**src/rtl/md_seq_ctrl.sv**
```systemverilog
// md_seq_ctrl: iterative multiply/divide sequencer owning the HI/LO registers.
// Shift-add multiplier and restoring divider, one iteration per clock over
// ITER cycles, plus MTHI/MTLO writes while idle.
// Optional feature macro: SIGNED_MD_EN (op[1]=1 selects signed MULT/DIV).
module md_seq_ctrl #(
  parameter int unsigned ITER = 32
) (
  input  logic        clk,
  input  logic        rst,
  input  logic        start,
  input  logic [1:0]  op,
  input  logic [31:0] a,
  input  logic [31:0] b,
  input  logic        we_hi,
  input  logic        we_lo,
  input  logic [31:0] wd,
  output logic        busy,
  output logic        done,
  output logic [31:0] hi,
  output logic [31:0] lo
);

  localparam int unsigned CntW = $clog2(ITER);

  localparam logic [1:0] StIdle = 2'd0;
  localparam logic [1:0] StMul  = 2'd1;
  localparam logic [1:0] StDiv  = 2'd2;
  localparam logic [1:0] StFin  = 2'd3;

  logic [1:0]      state_q, state_d;
  logic [CntW-1:0] count_q, count_d;
  logic            busy_q, busy_d;
  logic            done_q, done_d;
  logic [31:0]     hi_q, hi_d;
  logic [31:0]     lo_q, lo_d;
  // acc_hi holds P_hi (multiply) or the remainder R (divide); acc_lo holds P_lo or Q.
  // R never exceeds 32 bits after an iteration, so 32 bits of storage suffice.
  logic [31:0]     acc_hi_q, acc_hi_d;
  logic [31:0]     acc_lo_q, acc_lo_d;
  // Multiplicand (multiply) or divisor (divide), as a magnitude.
  logic [31:0]     opnd_q, opnd_d;

  logic [31:0] a_mag, b_mag;
  logic [31:0] res_hi, res_lo;
  logic        last_iter;
  logic [32:0] mul_sum;
  logic [32:0] div_shift;
  logic [32:0] div_trial;

  assign last_iter = (count_q == CntW'(ITER - 1));

`ifdef SIGNED_MD_EN
  logic        neg_a_q, neg_b_q, is_div_q;
  logic        sgn_op;
  logic [63:0] prod_raw, prod_fix;

  assign sgn_op = op[1];
  assign a_mag  = (sgn_op && a[31]) ? (~a + 32'd1) : a;
  assign b_mag  = (sgn_op && b[31]) ? (~b + 32'd1) : b;

  // Latch operand signs and operation kind at launch.
  always_ff @(posedge clk) begin
    if (rst) begin
      neg_a_q  <= 1'b0;
      neg_b_q  <= 1'b0;
      is_div_q <= 1'b0;
    end else if (state_q == StIdle && start) begin
      neg_a_q  <= sgn_op & a[31];
      neg_b_q  <= sgn_op & b[31];
      is_div_q <= op[0];
    end
  end

  // Apply the sign fix to the unsigned core result.
  always_comb begin
    prod_raw = {acc_hi_q, acc_lo_q};
    prod_fix = (neg_a_q ^ neg_b_q) ? (~prod_raw + 64'd1) : prod_raw;
    if (is_div_q) begin
      res_lo = (neg_a_q ^ neg_b_q) ? (~acc_lo_q + 32'd1) : acc_lo_q;
      res_hi = neg_a_q ? (~acc_hi_q + 32'd1) : acc_hi_q;
    end else begin
      res_hi = prod_fix[63:32];
      res_lo = prod_fix[31:0];
    end
  end
`else
  assign a_mag  = a;
  assign b_mag  = b;
  assign res_hi = acc_hi_q;
  assign res_lo = acc_lo_q;
`endif

  // One multiply step and one divide step, computed from the current accumulator.
  always_comb begin
    mul_sum   = {1'b0, acc_hi_q} + (acc_lo_q[0] ? {1'b0, opnd_q} : 33'd0);
    div_shift = {acc_hi_q, acc_lo_q[31]};
    div_trial = div_shift - {1'b0, opnd_q};
  end

  // Sequencer next-state: launch, iterate, write back, and MT writes while idle.
  always_comb begin
    state_d  = state_q;
    count_d  = count_q;
    busy_d   = busy_q;
    done_d   = 1'b0;
    hi_d     = hi_q;
    lo_d     = lo_q;
    acc_hi_d = acc_hi_q;
    acc_lo_d = acc_lo_q;
    opnd_d   = opnd_q;
    case (state_q)
      StIdle: begin
        if (start) begin
          // start wins over a simultaneous MT write
          state_d  = op[0] ? StDiv : StMul;
          count_d  = '0;
          busy_d   = 1'b1;
          opnd_d   = op[0] ? b_mag : a_mag;
          acc_hi_d = 32'd0;
          acc_lo_d = op[0] ? a_mag : b_mag;
        end else begin
          if (we_hi) hi_d = wd;
          if (we_lo) lo_d = wd;
        end
      end
      StMul: begin
        acc_hi_d = mul_sum[32:1];
        acc_lo_d = {mul_sum[0], acc_lo_q[31:1]};
        count_d  = count_q + 1'b1;
        if (last_iter) state_d = StFin;
      end
      StDiv: begin
        // Non-negative trial (bit 32 clear) restores nothing and sets the quotient bit.
        if (!div_trial[32]) begin
          acc_hi_d = div_trial[31:0];
          acc_lo_d = {acc_lo_q[30:0], 1'b1};
        end else begin
          acc_hi_d = div_shift[31:0];
          acc_lo_d = {acc_lo_q[30:0], 1'b0};
        end
        count_d = count_q + 1'b1;
        if (last_iter) state_d = StFin;
      end
      StFin: begin
        hi_d    = res_hi;
        lo_d    = res_lo;
        done_d  = 1'b1;
        busy_d  = 1'b0;
        state_d = StIdle;
      end
      default: begin
        state_d = StIdle;
        busy_d  = 1'b0;
      end
    endcase
  end

  // State registers with synchronous active-high reset.
  always_ff @(posedge clk) begin
    if (rst) begin
      state_q  <= StIdle;
      count_q  <= '0;
      busy_q   <= 1'b0;
      done_q   <= 1'b0;
      hi_q     <= 32'd0;
      lo_q     <= 32'd0;
      acc_hi_q <= 32'd0;
      acc_lo_q <= 32'd0;
      opnd_q   <= 32'd0;
    end else begin
      state_q  <= state_d;
      count_q  <= count_d;
      busy_q   <= busy_d;
      done_q   <= done_d;
      hi_q     <= hi_d;
      lo_q     <= lo_d;
      acc_hi_q <= acc_hi_d;
      acc_lo_q <= acc_lo_d;
      opnd_q   <= opnd_d;
    end
  end

  assign busy = busy_q;
  assign done = done_q;
  assign hi   = hi_q;
  assign lo   = lo_q;

endmodule

```
**config.mk**
```make
export PLATFORM = sky130hd
export DESIGN_NAME = md_seq_ctrl
export DESIGN_NICKNAME = d
export VERILOG_FILES = /design/src/rtl/md_seq_ctrl.sv
export SDC_FILE = /design/constraint.sdc
export NUM_CORES = 1
export LEC_CHECK = 0
export ABC_CLOCK_PERIOD_IN_PS = 4400
export CORE_MARGIN = 2
export CORE_UTILIZATION = 30
export CTS_CLUSTER_DIAMETER = 200
export DETAILED_ROUTE_END_ITERATION = 10
export PLACE_DENSITY = 0.6
export SKIP_CTS_REPAIR_TIMING = 1
export SYNTH_ARGS = -nofsm -noshare
export SYNTH_HDL_FRONTEND = slang
export SYNTH_SLANG_ARGS = --single-unit
```
**constraint.sdc**
```tcl
create_clock -name clk -period 4.4 [get_ports clk]
set_input_delay 0.88 -clock clk [delete_from_list [all_inputs] [get_ports clk]]
set_output_delay 0.88 -clock clk [all_outputs]
set_load 0.05 [all_outputs]
```
==> flow_summary.yaml <==
detailed_routing:
  route.met2.wl_um: 18500
  wl_met3_um: 2130
  detailroute.via_count: 11400
  drc_errors: 0
  routed_wire_length_per_instance_um: 18.9
  drtPass1Iterations: 5
  viasPerCell: 5.50
  drt-initial-drc-count: 787
  drt.antenna.violating_nets: 0
  top_layer_used: "met4"
  wl_um: 39300
  wl_on_met1_um: 17900
cells_and_area:
  layout.cells.most_common_list: "nor2_1, a21oi_1, dfxtp_1"
  flow.area_growth_from_synthesis_pct: 22.9
  multi_input_logic_area_sq_um: 7740
  footprint_of_the_flip_flops_and_latches_sq_um: 3380
  share_of_final_layout_standard_cells_stronger_than_drive_strength_1_pct: 4.86
  antenna-diode-count: 0
  mostFrequentLayoutCell: "nor2_1"
  number_of_inserted_filler_cells_in_the_final_layout: 4095
  design.final.nets: 1727
  layout.cells.non_filler: 2081
flow_run:
  reported_max_cap_violation_count: 0
clock_network:
  insertion_delay_ns: 0.45
  numCtsBuffers: 17
  cts_tree: "done"
  cts_h_tree_depth: 4
  clock-root-buffer: "clkbuf_16"
  clockBufferDepth: 2
  clk_pin_slew_worst_paths_ns: 0.07
  clock_sinks: 169
worst_setup_path:
  timing.critical_path.slowest_cell_delay_ns: 0.46
  slowest_stage_cell_crit_path: "dfxtp_1"
  arrival_time_worst_endpoint_ns: 4.03
  setup.worst_path.class: "flop to flop"
  worstSetupEndpointType: "flop"
  crit_buf_inv: 2
  worstPathCellList: "inv_1 > ha_1 > inv_1 > fa_1 > a211oi_1 > o311ai_1 > and4_1 > o21ai_1 > o41ai_2 > a31oi_2 > xnor2_1 > mux2_1 > a222oi_1 > nor3_1"
  crit_path_frequent_cell: "inv_1"
  worstPathRequired_ns: 4.71
  cpLargestDelayFamily: "compound AO/OA/AOI/OAI gates"
  critPathMaxFanout: 5
  worst_setup_path_start_kind: "flop"
  r2r_setup_slack_ns: 0.67
global_routing:
  first_global_vias: 10800
  grt.overflow.total: 0
  pin_count_of_the_biggest_net_entering_global_routing: 119
  global_route.usage.total_pct: 19.0
  wire_length_of_the_first_global_routing_pass_um: 61300
  number_of_antenna_violations_at_the_first_check_in_global_routing: 0
timing:
  fin_hold_ws_ns: 0.497
  final_hold_viol_count: 0
  timing.fmax_mhz: 268
  drv_slew: 0
  post-route-min-period_ns: 3.73
  totalNegativeSetupSlack_ns: 0
  setup_viol_count_final: 0
  timing_worst_slew_pin_value_ns: 1.05
  timing.clock.skew_ns: 0.0114
  rsz_0062_raised_after_global_routing: "no"
  min_period_over_period_pct: 84.7
  timing.slew.headroom_pct: 30.1
floorplanning:
  die_area_sq_um: 40600
  placementRows: 72
  core_area_sq_um: 38600
  floorplan.initialDensity_pct: 30.3
  fp.dieW_um: 201
  chipHeight_um: 201
  i_o_pin_cnt: 169
power:
  power.ir.vdd_worst_v: 0.000398
  power.density_cell_area_nw_per_um2: 593
  p_leak_nw: 5.71
outcome:
  status: "finished, final reports clean"
synthesis:
  ys_warn_count: 0
  synth-async-reset-ratio_pct: 0
  ys.flop_type: "dfxtp_1"
  synth.net_count: 1634
  post_synth.cell_area_avg_sq_um: 8.02
  ys_ff_latch: 169
  netlist-cell-type-count: 77
  synth.yosys.seq_area_share_pct: 28.9
  synth_cells: 1459
  mapped_cell_area_sq_um: 11700
  synth_edf_count: 0
worst_hold_path:
  min-delay-path-class: "flop to flop"
place:
  gpl.final_weighted_congestion: 0.896
  place_hpwl_um: 29000
  dp_cells: 2051
  portBuffers: 167
[worst paths after layout]
check | start | endpoint | cells past startpoint
worst max-delay path | acc_lo_q[31] | acc_hi_q[26] | 14
worst min-delay path | lo[26] | lo[26] | 2
worst max register to register | acc_lo_q[31] | acc_hi_q[26] | 14
worst min register to register | lo[26] | lo[26] | 2
[worst min-delay path: stages, from the launching register on]
cell	delay [ns]
dfxtp_1	0.31
nor2_1	0.10
a211oi_1	0.05
[metal layers]
| metal | up-vias | global-route usage (%) |
|---|---|---|
| met2 | 325 | 31.6 |
| met1 | 5498 | 25.1 |
| met3 | 42 | 3.43 |
| li1 | 5579 | - |
| met4 | 0 | 5.25 |
| met5 | - | 0 |
[cell families after synthesis]
kind of cell,synth area share [%]
AOI/OAI and AO/OA,29.6
and+or+nand+nor,16.0
DFF,28.9
buffers and inverters,5.47
muxes,8.02
adders and majority gates,7.83
xor gates and xnor gates,4.18
[flip-flops by register name, indices dropped and copies added, names as in the netlist]
| name | count |
|---|---|
| busy | 1 |
| state_q | 2 |
| lo | 32 |
| acc_hi_q | 32 |
| count_q | 5 |
| done | 1 |
| acc_lo_q | 32 |
| opnd_q | 32 |
| hi | 32 |
[report_power, final]
group	switching [mW]	internal (mW)	total [mW]
Combinational	3.05	1.58	4.63
Sequential	0.366	1.98	2.35
Clock	0.645	0.903	1.55
[cells in the mapped netlist (all sizes together), types with 3 or more instances]
cell | instances | area, sq um
buf | 21 | 111
mux2i | 78 | 781
a222oi | 14 | 140
nand3 | 14 | 70.1
o21ai | 46 | 230
o31ai | 5 | 56.3
ha | 70 | 876
xor2 | 22 | 200
nand2 | 64 | 243
o211ai | 10 | 80.1
clkbuf | 86 | 323
inv | 55 | 206
o21bai | 6 | 45.0
and3 | 5 | 32.5
and2 | 43 | 270
nand2b | 14 | 87.6
a221o | 3 | 31.3
nor3 | 20 | 100
o221ai | 6 | 52.6
a21o | 26 | 196
a221oi | 33 | 302
a21oi | 175 | 876
a211o | 3 | 26.3
nor2 | 177 | 664
and4 | 3 | 26.3
a211oi | 139 | 1040
a22o | 3 | 26.3
o21a | 6 | 45.0
a31oi | 6 | 43.8
xnor2 | 33 | 289
mux2 | 14 | 158
nor2b | 38 | 238
a22oi | 10 | 75.1
nand4 | 11 | 68.8
dfxtp | 169 | 3380
[final cells by class]
class                   instances  area share [%]
well taps                     518            4.51
repair buffers                181            12.7
clock buffers                  23            3.18
inverters                      55            1.44
flip-flops and latches        169            23.5
clock inverters                 7           0.835
multi-input cells            1128            53.8
[through the flow]
stage          setup slack [ns]  instance area (sq um)  utilization [%]  power [mW]
2_1_floorplan              1.33                  11700                -        5.56
3_3_place_gp              0.746                  13800             35.8        6.92
3_5_place_dp              0.717                  13800             35.8        6.98
4_1_cts                   0.691                  14400             37.3        8.55
5_1_grt                   0.388                  14400             37.3        9.08
6_report                  0.672                  14400             37.3        8.53
(Power assumes the default switching activity.)
